## src/rtl/sort_ram_ctrl_if.sv

```systemverilog
// Bundles the host access port, sort control/status and both RAM ports of sort_ram_ctrl.
// The controller connects to the slave modport; the host/RAM side connects to the master modport.
interface sort_ram_ctrl_if #(
   parameter int unsigned AW = 8,
   parameter int unsigned DW = 8,
   parameter int unsigned CW = 16
);
   logic          start;
   logic [AW-1:0] len;
   logic          busy;
   logic          done;
   logic [CW-1:0] swap_count;

   logic          host_req;
   logic          host_we;
   logic [AW-1:0] host_addr;
   logic [DW-1:0] host_wdata;
   logic          host_gnt;
   logic          host_rvalid;
   logic [DW-1:0] host_rdata;

   logic [AW-1:0] address_a;
   logic [AW-1:0] address_b;
   logic [DW-1:0] data_a;
   logic [DW-1:0] data_b;
   logic          wren_a;
   logic          wren_b;
   logic [DW-1:0] q_a;
   logic [DW-1:0] q_b;

   modport master (
      output start, len, host_req, host_we, host_addr, host_wdata, q_a, q_b,
      input  busy, done, swap_count, host_gnt, host_rvalid, host_rdata,
             address_a, address_b, data_a, data_b, wren_a, wren_b
   );

   modport slave (
      input  start, len, host_req, host_we, host_addr, host_wdata, q_a, q_b,
      output busy, done, swap_count, host_gnt, host_rvalid, host_rdata,
             address_a, address_b, data_a, data_b, wren_a, wren_b
   );
endinterface

```

## src/rtl/sort_ram_ctrl.sv

```systemverilog
// Dual-port RAM controller: host load/readback in IDLE, otherwise an in-place bubble sort
// with early exit on a pass that performs no swaps.
module sort_ram_ctrl #(
   parameter int unsigned AW = 8,
   parameter int unsigned DW = 8,
   parameter int unsigned CW = 16
) (
   input logic             clock,
   input logic             reset_n,
   sort_ram_ctrl_if.slave  bus
);

   typedef enum logic [2:0] {
      S_IDLE,
      S_READ,
      S_COMPARE,
      S_WRITE,
      S_ADVANCE,
      S_DONE
   } state_t;

   state_t        state;
   state_t        state_nx;

   logic [AW-1:0] j;
   logic [AW-1:0] bound;
   logic          swapped;
   logic [CW-1:0] swap_count;
   logic [DW-1:0] qa_r;
   logic [DW-1:0] qb_r;
   logic          busy;
   logic          done;
   logic          rvalid;

   logic          accept_c;
   logic          grant_c;
   logic          last_pair_c;
   logic [AW-1:0] addr_a_c;
   logic [AW-1:0] addr_b_c;
   logic [DW-1:0] data_a_c;
   logic [DW-1:0] data_b_c;
   logic          wren_a_c;
   logic          wren_b_c;

   assign accept_c    = (state == S_IDLE) && bus.start;
   assign grant_c     = (state == S_IDLE) && !bus.start && bus.host_req;
   assign last_pair_c = ((j + AW'(1)) == bound);

   // State register
   always_ff @(posedge clock or negedge reset_n) begin
      if (!reset_n) state <= S_IDLE;
      else          state <= state_nx;
   end

   // Next state and RAM port drive; the host owns port A only while granted in IDLE
   always_comb begin
      state_nx = state;
      addr_a_c = '0;
      addr_b_c = '0;
      data_a_c = '0;
      data_b_c = '0;
      wren_a_c = 1'b0;
      wren_b_c = 1'b0;
      case (state)
         S_IDLE: begin
            if (bus.start) begin
               state_nx = (bus.len < AW'(2)) ? S_DONE : S_READ;
            end else if (bus.host_req) begin
               addr_a_c = bus.host_addr;
               data_a_c = bus.host_wdata;
               wren_a_c = bus.host_we;
            end
         end
         S_READ: begin
            addr_a_c = j;
            addr_b_c = j + AW'(1);
            state_nx = S_COMPARE;
         end
         S_COMPARE: begin
            addr_a_c = j;
            addr_b_c = j + AW'(1);
            state_nx = (bus.q_a > bus.q_b) ? S_WRITE : S_ADVANCE;
         end
         S_WRITE: begin
            addr_a_c = j;
            addr_b_c = j + AW'(1);
            data_a_c = qb_r;
            data_b_c = qa_r;
            wren_a_c = 1'b1;
            wren_b_c = 1'b1;
            state_nx = S_ADVANCE;
         end
         S_ADVANCE: begin
            addr_a_c = j;
            addr_b_c = j + AW'(1);
            if (!last_pair_c)                         state_nx = S_READ;
            else if (!swapped || (bound == AW'(1)))   state_nx = S_DONE;
            else                                      state_nx = S_READ;
         end
         S_DONE: begin
            state_nx = S_IDLE;
         end
         default: begin
            state_nx = S_IDLE;
         end
      endcase
   end

   // Sort bookkeeping, captured pair and registered status
   always_ff @(posedge clock or negedge reset_n) begin
      if (!reset_n) begin
         j          <= '0;
         bound      <= '0;
         swapped    <= 1'b0;
         swap_count <= '0;
         qa_r       <= '0;
         qb_r       <= '0;
         busy       <= 1'b0;
         done       <= 1'b0;
         rvalid     <= 1'b0;
      end else begin
         busy   <= (state_nx != S_IDLE);
         done   <= (state_nx == S_DONE);
         rvalid <= grant_c && !bus.host_we;
         if (accept_c) begin
            bound      <= bus.len - AW'(1);
            j          <= '0;
            swapped    <= 1'b0;
            swap_count <= '0;
         end
         if (state == S_COMPARE) begin
            qa_r <= bus.q_a;
            qb_r <= bus.q_b;
         end
         if (state == S_WRITE) begin
            swapped <= 1'b1;
            if (swap_count != {CW{1'b1}}) swap_count <= swap_count + CW'(1);
         end
         if (state == S_ADVANCE) begin
            if (!last_pair_c) begin
               j <= j + AW'(1);
            end else if (swapped && (bound != AW'(1))) begin
               bound   <= bound - AW'(1);
               j       <= '0;
               swapped <= 1'b0;
            end
         end
      end
   end

   assign bus.address_a   = addr_a_c;
   assign bus.address_b   = addr_b_c;
   assign bus.data_a      = data_a_c;
   assign bus.data_b      = data_b_c;
   assign bus.wren_a      = wren_a_c;
   assign bus.wren_b      = wren_b_c;
   assign bus.host_gnt    = grant_c;
   assign bus.host_rvalid = rvalid;
   assign bus.host_rdata  = rvalid ? bus.q_a : '0;
   assign bus.busy        = busy;
   assign bus.done        = done;
   assign bus.swap_count  = swap_count;

endmodule

```

## src/flat_wrapper.sv

```systemverilog
// flat-port wrapper written by rule: the top's interface ports become plain ports
module sort_ram_ctrl_flat 
#(
   parameter int unsigned AW = 8,
   parameter int unsigned DW = 8,
   parameter int unsigned CW = 16
)
  (clock, reset_n, bus_start, bus_len, bus_host_req, bus_host_we, bus_host_addr, bus_host_wdata, bus_q_a, bus_q_b, bus_busy, bus_done, bus_swap_count, bus_host_gnt, bus_host_rvalid, bus_host_rdata, bus_address_a, bus_address_b, bus_data_a, bus_data_b, bus_wren_a, bus_wren_b);
  sort_ram_ctrl_if #(.AW(AW), .DW(DW), .CW(CW)) bus_i ();
  input logic clock;
  input logic reset_n;
  input wire logic [$bits(bus_i.start)-1:0] bus_start;
  input wire logic [$bits(bus_i.len)-1:0] bus_len;
  input wire logic [$bits(bus_i.host_req)-1:0] bus_host_req;
  input wire logic [$bits(bus_i.host_we)-1:0] bus_host_we;
  input wire logic [$bits(bus_i.host_addr)-1:0] bus_host_addr;
  input wire logic [$bits(bus_i.host_wdata)-1:0] bus_host_wdata;
  input wire logic [$bits(bus_i.q_a)-1:0] bus_q_a;
  input wire logic [$bits(bus_i.q_b)-1:0] bus_q_b;
  output wire logic [$bits(bus_i.busy)-1:0] bus_busy;
  output wire logic [$bits(bus_i.done)-1:0] bus_done;
  output wire logic [$bits(bus_i.swap_count)-1:0] bus_swap_count;
  output wire logic [$bits(bus_i.host_gnt)-1:0] bus_host_gnt;
  output wire logic [$bits(bus_i.host_rvalid)-1:0] bus_host_rvalid;
  output wire logic [$bits(bus_i.host_rdata)-1:0] bus_host_rdata;
  output wire logic [$bits(bus_i.address_a)-1:0] bus_address_a;
  output wire logic [$bits(bus_i.address_b)-1:0] bus_address_b;
  output wire logic [$bits(bus_i.data_a)-1:0] bus_data_a;
  output wire logic [$bits(bus_i.data_b)-1:0] bus_data_b;
  output wire logic [$bits(bus_i.wren_a)-1:0] bus_wren_a;
  output wire logic [$bits(bus_i.wren_b)-1:0] bus_wren_b;
  assign bus_i.start = bus_start;
  assign bus_i.len = bus_len;
  assign bus_i.host_req = bus_host_req;
  assign bus_i.host_we = bus_host_we;
  assign bus_i.host_addr = bus_host_addr;
  assign bus_i.host_wdata = bus_host_wdata;
  assign bus_i.q_a = bus_q_a;
  assign bus_i.q_b = bus_q_b;
  assign bus_busy = bus_i.busy;
  assign bus_done = bus_i.done;
  assign bus_swap_count = bus_i.swap_count;
  assign bus_host_gnt = bus_i.host_gnt;
  assign bus_host_rvalid = bus_i.host_rvalid;
  assign bus_host_rdata = bus_i.host_rdata;
  assign bus_address_a = bus_i.address_a;
  assign bus_address_b = bus_i.address_b;
  assign bus_data_a = bus_i.data_a;
  assign bus_data_b = bus_i.data_b;
  assign bus_wren_a = bus_i.wren_a;
  assign bus_wren_b = bus_i.wren_b;
  sort_ram_ctrl #(.AW(AW), .DW(DW), .CW(CW)) u_core (.clock(clock), .reset_n(reset_n), .bus(bus_i));
endmodule
```

## config.mk

```make
export PLATFORM = sky130hd
export DESIGN_NAME = sort_ram_ctrl_flat
export DESIGN_NICKNAME = d
export VERILOG_FILES = /design/src/rtl/sort_ram_ctrl_if.sv /design/src/rtl/sort_ram_ctrl.sv /design/src/flat_wrapper.sv
export SDC_FILE = /design/constraint.sdc
export NUM_CORES = 1
export LEC_CHECK = 0
export CAP_MARGIN = 20
export CORE_AREA = 2 2 96 98
export CTS_CLUSTER_SIZE = 14
export DETAILED_ROUTE_END_ITERATION = 10
export DIE_AREA = 0 0 98 100
export DONT_BUFFER_PORTS = 1
export GPL_ROUTABILITY_DRIVEN = 0
export PLACE_DENSITY_LB_ADDON = 0.1
export SKIP_CTS_REPAIR_TIMING = 1
export SLEW_MARGIN = 20
export SYNTH_ARGS = -nofsm -noshare
export SYNTH_HDL_FRONTEND = slang
export SYNTH_SLANG_ARGS = --single-unit
```

## constraint.sdc

```tcl
create_clock -name clock -period 2.4 [get_ports clock]
set_clock_uncertainty 0.1 [all_clocks]
set_input_delay 0.48 -clock clock [delete_from_list [all_inputs] [get_ports clock]]
set_output_delay 0.48 -clock clock [all_outputs]
set_load 0.02 [all_outputs]
```

* Yosys cells after proc, flatten, opt, wreduce, memory -nomap -nowiden *
Index checks and enable logic that the tools add are counted.

storage, ports and cells
  bits in registers = 55
  latch bits = 0
  memory bits (writable) = 0
  bits in read-only memories = 0
  bits of input ports = 45
  output and inout port bits = 62
  word-level logic and storage cells = 72
  memories = 0

cells by class
  $add $sub $neg = 4
  multiply operators = 0
  divide/modulo/power cells = 0
  order comparisons = 2
  equality and inequality tests = 9
  shifts and indexed selects = 0
  multiplexer cells = 35
  bitwise gates (word level) = 0
  reduce and logical (&&, ||, !) cells = 12

operators with widths
  cell                                                                          number
  8-bit 2-to-1 mux                                                              15
  16-bit 2-to-1 mux                                                             3
  8-bit case mux with 2 select lines                                            2
  16-bit by 1-bit adder with 16-bit output, second input constant               1
  16-bit inequality test, second input constant                                 1
  8-bit by 1-bit subtractor with 8-bit output, second input constant            2
  3-bit 2-to-1 mux                                                              5
  3-bit case mux with 5 select lines                                            1
  8-bit by 1-bit adder with 8-bit output, second input constant                 1
  8-bit by 1-bit equality test with 1-bit output, second input constant         1
  8-bit equality test                                                           1
  8-bit > comparator                                                            1
  8-bit by 2-bit less-than comparator with 1-bit output, second input constant  1
  1-bit 2-to-1 mux                                                              8
  8-bit by 1-bit inequality test with 1-bit output, second input constant       1
  3-bit by 2-bit equality test with 1-bit output, second input constant         2
  3-bit equality test, second input constant                                    2
  1-bit logical AND                                                             5
  4-bit OR reduction                                                            1
  3-bit by 1-bit equality test with 1-bit output, second input constant         1
  1-bit zero test                                                               3
  3-bit zero test                                                               1
  3-bit nonzero test                                                            1
  1-bit case mux with 2 select lines                                            1
  1-bit logical OR                                                              1

* Logic depth before layout (Yosys ltp) *
Gate-level depths: netlist of the first run.

  word-level depth = 7
  depth in mapped cells = 10
  gate-level depth less buffers = 8

* Least setup slack after synthesis of the first run *
Ideal clock, no wire load.

  kind = reg2out
  start point = register u_core.state[1]
  end point = output port bus_data_a[0]
  arrival = 1.859 ns
  required time = 1.820 ns
  path slack = -0.039 ns
  cell stages (with the launch flop) = 7
  buffers on the path = 2
  cells stage by stage = dfrtp_1 > clkbuf_1 > nor2_1 > nand2_1 > nor3b_2 > buf_2 > a22o_1

between the ends
  cells in the longest elaborated chain, start to end = 2
  elaborated cells between the ends (all ways) = 3
  classes of those cells = eq/ne: 1; mux: 1; reduce/logical: 1

ends and longest elaborated chain
  item                                                                               line                 RTL
  from (decl)                                                                        sort_ram_ctrl.sv:22  state_t state;
  from (signal assigned)                                                             sort_ram_ctrl.sv:52  else state <= state_nx;
  3-bit by 2-bit equality test with 1-bit output or 3-bit zero test (tied branches)  sort_ram_ctrl.sv:64  case (state)
  8-bit case mux with 2 select lines *                                               sort_ram_ctrl.sv:64
  to (decl)                                                                          flat_wrapper.sv:28   output wire logic [$bits(bus_i.data_a)-1:0] bus_data_a;

Mark *: on every way between the ends. The rest lies on a longest branch, timed or not.

* Worst setup path in the final report of the first run *
  start point = register u_core.j[0]
  end point = register u_core.j[2]

between the ends
  cells in the longest elaborated chain, start to end = 4

ends and longest elaborated chain
  item                                      line                                       RTL
  from (decl)                               sort_ram_ctrl.sv:25                        logic [AW-1:0] j;
  from (signal assigned)                    sort_ram_ctrl.sv:141                       j <= j + AW'(1);
  8-bit by 1-bit adder with 8-bit output *  sort_ram_ctrl.sv:47, sort_ram_ctrl.sv:141
  8-bit equality test                       sort_ram_ctrl.sv:47                        assign last_pair_c = ((j + AW'(1)) == bound);
  8-bit 2-to-1 mux *                        sort_ram_ctrl.sv:140                       if (!last_pair_c) begin
  8-bit 2-to-1 mux *                        sort_ram_ctrl.sv:139                       if (state == S_ADVANCE) begin

Marks and branches as above.
A chain may end at the register's enable or synchronous reset.

==> results of run 1 <==
-- area by class of cell --
cell class                      count  area share [%]
Clock inverter                      3          0.5043
Sequential cell                    55           30.90
Tap cell                          111           3.110
Inverter                           27           2.270
Clock buffer                        5           1.541
Timing Repair Buffer               48           8.966
Multi-Input combinational cell    319           52.70
-- metal layers --
| metal | track usage [%] | routed length (um) | vias to the layer above | share of wire (%) |
|---|---|---|---|---|
| met5 | 0 | 0 | - | 0 |
| met4 | 5.662 | 93 | 0 | 0.94 |
| met3 | 4.248 | 441 | 8 | 4.5 |
| met2 | 34.30 | 4997 | 80 | 51 |
| met1 | 25.33 | 4334 | 1595 | 44 |
| li1 | - | - | 1584 | - |
-- cell families (layout without fill, tap and decap cells) --
kind of cell               after synthesis  in the layout  synth area share, %
and+or+nand+nor                        172            172                23.12
AOI/OAI and AO/OA                       94             94                19.89
DFF                                     55             55                35.12
buffers and inverters                   53             83                7.184
muxes                                   23             23                6.386
xor gates and xnor gates                17             17                4.151
adders and majority gates               13             13                4.151
-- cell usage after synthesis, types with 5 or more instances --
master	number	share of area, %
o211ai_1	5	0.96
ha_1	13	4.2
nand4_1	8	1.3
nand2b_1	8	1.3
a22o_1	8	1.8
a22oi_1	8	1.5
clkbuf_1	11	1.1
nand2_1	40	3.8
o21ai_0	15	1.9
o221ai_1	6	1.3
nor2_1	38	3.6
xor2_1	8	1.8
inv_1	26	2.5
buf_2	5	0.64
o41ai_2	5	2.1
mux2i_1	7	1.8
and2_1	22	3.5
o31ai_1	8	1.5
nor2b_1	5	0.80
mux2_2	16	4.6
buf_6	7	2.0
a21oi_1	11	1.4
nor3_1	13	1.7
xnor2_1	8	1.8
nand3_1	14	1.8
dfrtp_1	55	35
-- critical path, cell delays in order, from the launching register on --
cell	delay, ns
dfrtp_1	0.42
ha_4	0.20
and4_4	0.19
a222oi_1	0.39
nand4_1	0.27
buf_6	0.22
o21a_4	0.24
o31ai_2	0.24
-- registers in the layout (all words and copies together), names as in the netlist --
| name | count |
|---|---|
| u_core.swapped | 1 |
| u_core.bus.done | 1 |
| u_core.j | 8 |
| u_core.state | 3 |
| u_core.bus.host_rvalid | 1 |
| u_core.bus.swap_count | 16 |
| u_core.bound | 8 |
| u_core.qa_r | 8 |
| u_core.qb_r | 8 |
| u_core.bus.busy | 1 |
-- stage by stage --
stage	TNS, ns	cell area [um^2]	setup WS (ns)	std cells
floorplan	0	3925	0.02837	427
global placement	-0.006975	4219	-0.003921	555
detailed placement	-0.2080	4219	-0.04660	555
CTS	-1.292	4310	-0.08933	563
global route	-0.9126	4466	-0.09675	568
finish	0	4466	0.02352	568
-- power groups by stage --
stage	Clock [mW]	Sequential [mW]	Combinational [mW]
6_report	0.562	1.48	2.09
3_5_place_dp	0	1.49	1.97
2_1_floorplan	0	1.40	1.53
5_1_grt	0.608	1.52	2.29
4_1_cts	0.585	1.47	1.97
3_3_place_gp	0	1.49	1.94
-- final timing paths --
check / from / slack, ns / end / cells after the start
setup / recovery: u_core.j[0] / 0.02 / u_core.j[2] / 7
hold / removal: bus_host_we / 0.11 / u_core.bus.host_rvalid / 1
setup reg to reg: u_core.j[0] / 0.02 / u_core.j[2] / 7
hold reg to reg: u_core.qa_r[5] / 0.41 / u_core.qa_r[5] / 1
max in group asynchronous: reset_n / 1.33 / u_core.j[3] / 2
min in group asynchronous: reset_n / 0.59 / u_core.bound[4] / 2
==> impl_metrics.ini, run 1 <==
[cells_and_area]
diodes = 0
register_area_um2 = 1380
layout_common_cells = 52 x dfrtp_1, 42 x buf_4, 39 x nand2_1
fin_util_pct = 50.23
multiInputGateArea_um2 = 2354
syn_to_final_growth_pct = 13.95
final_common_cell = dfrtp_1
nNetsFinal = 514
drive_gt1_share_pct = 26.26
num-fill-cells = 845

[synthesis]
netlist_area_um2 = 3919
syn_inst = 427
yosysWarnings = 0
ys_ff_latch = 55
synth-async-reset-ratio_pct = 100.0
synth_nets = 485
yosysSeqAreaShare_pct = 35.12
synth_edf_count = 0
synth_flop_cell = dfrtp_1
syn_avg_cell_area_um2 = 9.177
synth_cell_types = 66

[worst_setup_path]
worstSetupEndpointType = flip-flop
setup.worst_path.class = flip-flop to flip-flop
required_ns = 2.51
path_max_fanout = 8
arrival_ns = 2.49
worst_setup_path_start_kind = flip-flop

[clock_tree]
clk_path_buf_depth = 2
h-tree-depth = 2
insertion_delay_ns = 0.31
clk_pin_slew_ns = 0.11
cts_buffers = 5
clock_sinks = 55
cts-root-buf = clkbuf_8
cts_tree = built

[pwr]
max-vdd-ir-drop_v = 0.0004809
p_int_mw = 2.328
netSwitchingFraction_pct = 43.61
p_leak_nw = 1.954
powerDensity_nw_per_um2 = 924.6
total_power_mw = 4.129
p_switching_mw = 1.801
combPwrFrac_pct = 50.5
p_clk_share_pct = 13.6
power_frac_seq_pct = 35.9

[sta]
rsz0062_at_grt = yes
period_needed_ns = 2.376
worstMarginPinSlew_ns = 0.9208
min_period_over_period_pct = 99.02
max_slew_margin_pct = 37.97
fin_hold_ws_ns = 0.1074
report.final.slew_viol_count = 0
setup_viol = 0
hold_viol = 0
fmax_mhz = 420.8

[routing]
ant_nets = 0
wire_per_inst_um = 17.37
drt_iter0_markers = 71
drt_pass1_iterations = 5
drc_errors = 0
drt-total-wl_um = 9866
avgViaCountPerCell = 5.752
num_vias = 3267

[min_path]
holdCritPathClass = primary input to flip-flop

[floorplan]
start_util_pct = 44.08
rows = 35
ios = 107
dieArea_um2 = 9800
die_h_um = 100
coreArea_um2 = 8890
dieWidth_um = 98

[placed_design]
post-dp-hpwl_um = 7161
place.port_buffers = 0

[global_routing]
grt.total_usage_pct = 19.88
grt_start_max_net_pins = 56
grt.overflow.total = 0
grt_pass1_wl_um = 15970
grt_pass1_vias = 3314
antenna_found_initial = 0

[flow_run]
cap_violations = 0

[outcome]
status = finished clean
(Power assumes the default switching activity.)
==> run 2, diff against run 1 <==
--- a/config.mk
+++ b/config.mk
@@ -7,6 +7,7 @@
 export LEC_CHECK = 0
 export CAP_MARGIN = 20
 export CORE_AREA = 2 2 96 98
+export CTS_CLUSTER_DIAMETER = 40
 export CTS_CLUSTER_SIZE = 14
 export DETAILED_ROUTE_END_ITERATION = 10
 export DIE_AREA = 0 0 98 100
==> results of run 2 <==
Final layout, timing and power as in run 1 (identical DEF).
==> run 3, diff against run 2 <==
--- a/config.mk
+++ b/config.mk
@@ -6,11 +6,11 @@
 export NUM_CORES = 1
 export LEC_CHECK = 0
 export CAP_MARGIN = 20
-export CORE_AREA = 2 2 96 98
-export CTS_CLUSTER_DIAMETER = 40
+export CORE_AREA = 2 2 88 90
+export CTS_CLUSTER_DIAMETER = 80
 export CTS_CLUSTER_SIZE = 14
 export DETAILED_ROUTE_END_ITERATION = 10
-export DIE_AREA = 0 0 98 100
+export DIE_AREA = 0 0 90 92
 export DONT_BUFFER_PORTS = 1
 export GPL_ROUTABILITY_DRIVEN = 0
 export PLACE_DENSITY_LB_ADDON = 0.1
==> run 3 against run 2 <==
Non-clock buffer count rose by 4. Highest routed layer unchanged. Worst hold slack improved by 0.0020 ns. Register-to-register slack barely moved. Die area fell by 16%. Clock power rose by 2%. Final cell count fell by 0.88%. Critical path type unchanged. Maximum frequency fell by 0.54%. Clock-buffer cell count rose by 1.
==> impl_metrics.ini, run 3 (synthesis gave the netlist of run 1 again) <==
[placed_design]
dp_cells = 544
place.port_buffers = 0
post_dp_cell_area_um2 = 4180
post-dp-hpwl_um = 6943

[routing]
wire_per_inst_um = 16.79
drt-total-wl_um = 9453
drt_pass1_iterations = 5
avgViaCountPerCell = 5.856
num_vias = 3297
drc_errors = 0
ant_nets = 0
drt_iter0_markers = 131

[cells_and_area]
layout_common_cells = 52 x dfrtp_1, 45 x buf_4, 39 x nand2_1
top_register = u_core.bus.swap_count
finalInstanceArea_um2 = 4497
diodes = 0
final_common_cell = dfrtp_1
fin_util_pct = 60.38
finalNonFillerCells = 563
syn_to_final_growth_pct = 14.75
num-fill-cells = 659
largest_register_ffs = 16
multiInputGateArea_um2 = 2360
drive_gt1_share_pct = 27.11
register_area_um2 = 1380
nNetsFinal = 518

[flow_run]
cap_violations = 0

[pwr]
p_switching_mw = 1.785
max-vdd-ir-drop_v = 0.0004643
netSwitchingFraction_pct = 42.84
p_leak_nw = 1.948
power_frac_seq_pct = 36.1
powerDensity_nw_per_um2 = 926.6
p_clk_share_pct = 13.8
total_power_mw = 4.167
combPwrFrac_pct = 50.1
p_int_mw = 2.382

[worst_setup_path]
r2r_setup_slack_ns = 0.01
worstSetupEndpointType = flip-flop
r2r_start = u_core.j[1]
setup.worst_path.class = flip-flop to flip-flop
arrival_ns = 2.46
required_ns = 2.47
rr_worst_depth = 9
worst_setup_path_start_kind = flip-flop
r2r-end = u_core.j[4]
path_max_fanout = 6

[sta]
min_period_over_period_pct = 99.56
worstMarginPinSlew_ns = 0.8230
max_slew_margin_pct = 44.56
fmax_mhz = 418.5
period_needed_ns = 2.389
report.final.slew_viol_count = 0
hold_viol = 0
setup_viol = 0
setup_tns_ns = 0
rsz0062_at_grt = yes

[clock_tree]
cts-root-buf = clkbuf_8
cts_tree = built
clock_sinks = 55
h-tree-depth = 2
clk_path_buf_depth = 2
insertion_delay_ns = 0.31
cts_buffers = 5
clk_pin_slew_ns = 0.11

[floorplan]
start_util_pct = 52.62
ios = 107
rows = 32
dieArea_um2 = 8280
coreArea_um2 = 7447
die_h_um = 92
dieWidth_um = 90

[outcome]
status = finished clean

[global_routing]
antenna_found_initial = 0
grt.total_usage_pct = 22.35
grt_pass1_vias = 3165
grt.overflow.total = 0
grt_pass1_wl_um = 15320
grt_start_max_net_pins = 56

[min_path]
hold_end = u_core.bus.host_rvalid
holdCritPathClass = primary input to flip-flop
hold_path_depth = 1
min-delay-start = bus_host_we
## run 3: changes by cell type in the layout (fill, tap and decap cells not counted), sizes merged
cell	delta
buf	+3
clkbuf	+2
inv	-1
## run 3: how the worst max path moves through the flow
stage / from / end
2_1_floorplan: u_core.state[1] / bus_data_a[0]
3_3_place_gp: u_core.j[0] / u_core.bound[6]
3_5_place_dp: u_core.j[0] / u_core.bound[3]
4_1_cts: u_core.j[0] / u_core.bound[3]
5_1_grt: u_core.j[1] / u_core.j[4]
6_report: u_core.j[1] / u_core.j[4]
## run 3: critical path: stages (launching register included)
cell and delay [ns]:
dfrtp_1 0.43, ha_4 0.19, and4_4 0.19, a222oi_1 0.40, nand4_1 0.21, buf_4 0.19
buf_6 0.12, buf_6 0.11, o221ai_1 0.22, o31ai_1 0.11
## run 3: metrics by stage
step	hold slack [ns]	worst slack (ns)
floorplan	0.08441	0.02837
global placement	0.08546	-0.02078
detailed placement	0.08538	-0.1161
CTS	-0.2656	-0.1398
global route	0.09392	-0.09062
finish	0.1094	0.01068
## run 3: routing by layer
metal / track usage [%] / share of wire, % / up-vias
met3: 3.862 / 5.1 / 14
li1: - / - / 1588
met1: 29.23 / 42 / 1597
met4: 4.872 / 1.4 / 0
met5: 0 / 0 / -
met2: 39.04 / 51 / 98
## run 3: power groups by stage
stage / Clock, mW / Sequential [mW] / Combinational (mW)
2_1_floorplan: 0 / 1.40 / 1.53
3_3_place_gp: 0 / 1.50 / 1.88
3_5_place_dp: 0 / 1.51 / 1.92
4_1_cts: 0.590 / 1.49 / 1.92
5_1_grt: 0.631 / 1.55 / 2.28
6_report: 0.576 / 1.50 / 2.09
## run 3: layout make-up
class | instances | area share, %
multi-input cells | 319 | 52.48
inverters | 27 | 2.254
repair buffers | 52 | 9.460
well taps | 102 | 2.838
clock buffers | 6 | 1.836
clock inverters | 2 | 0.4452
flip-flops and latches | 55 | 30.69
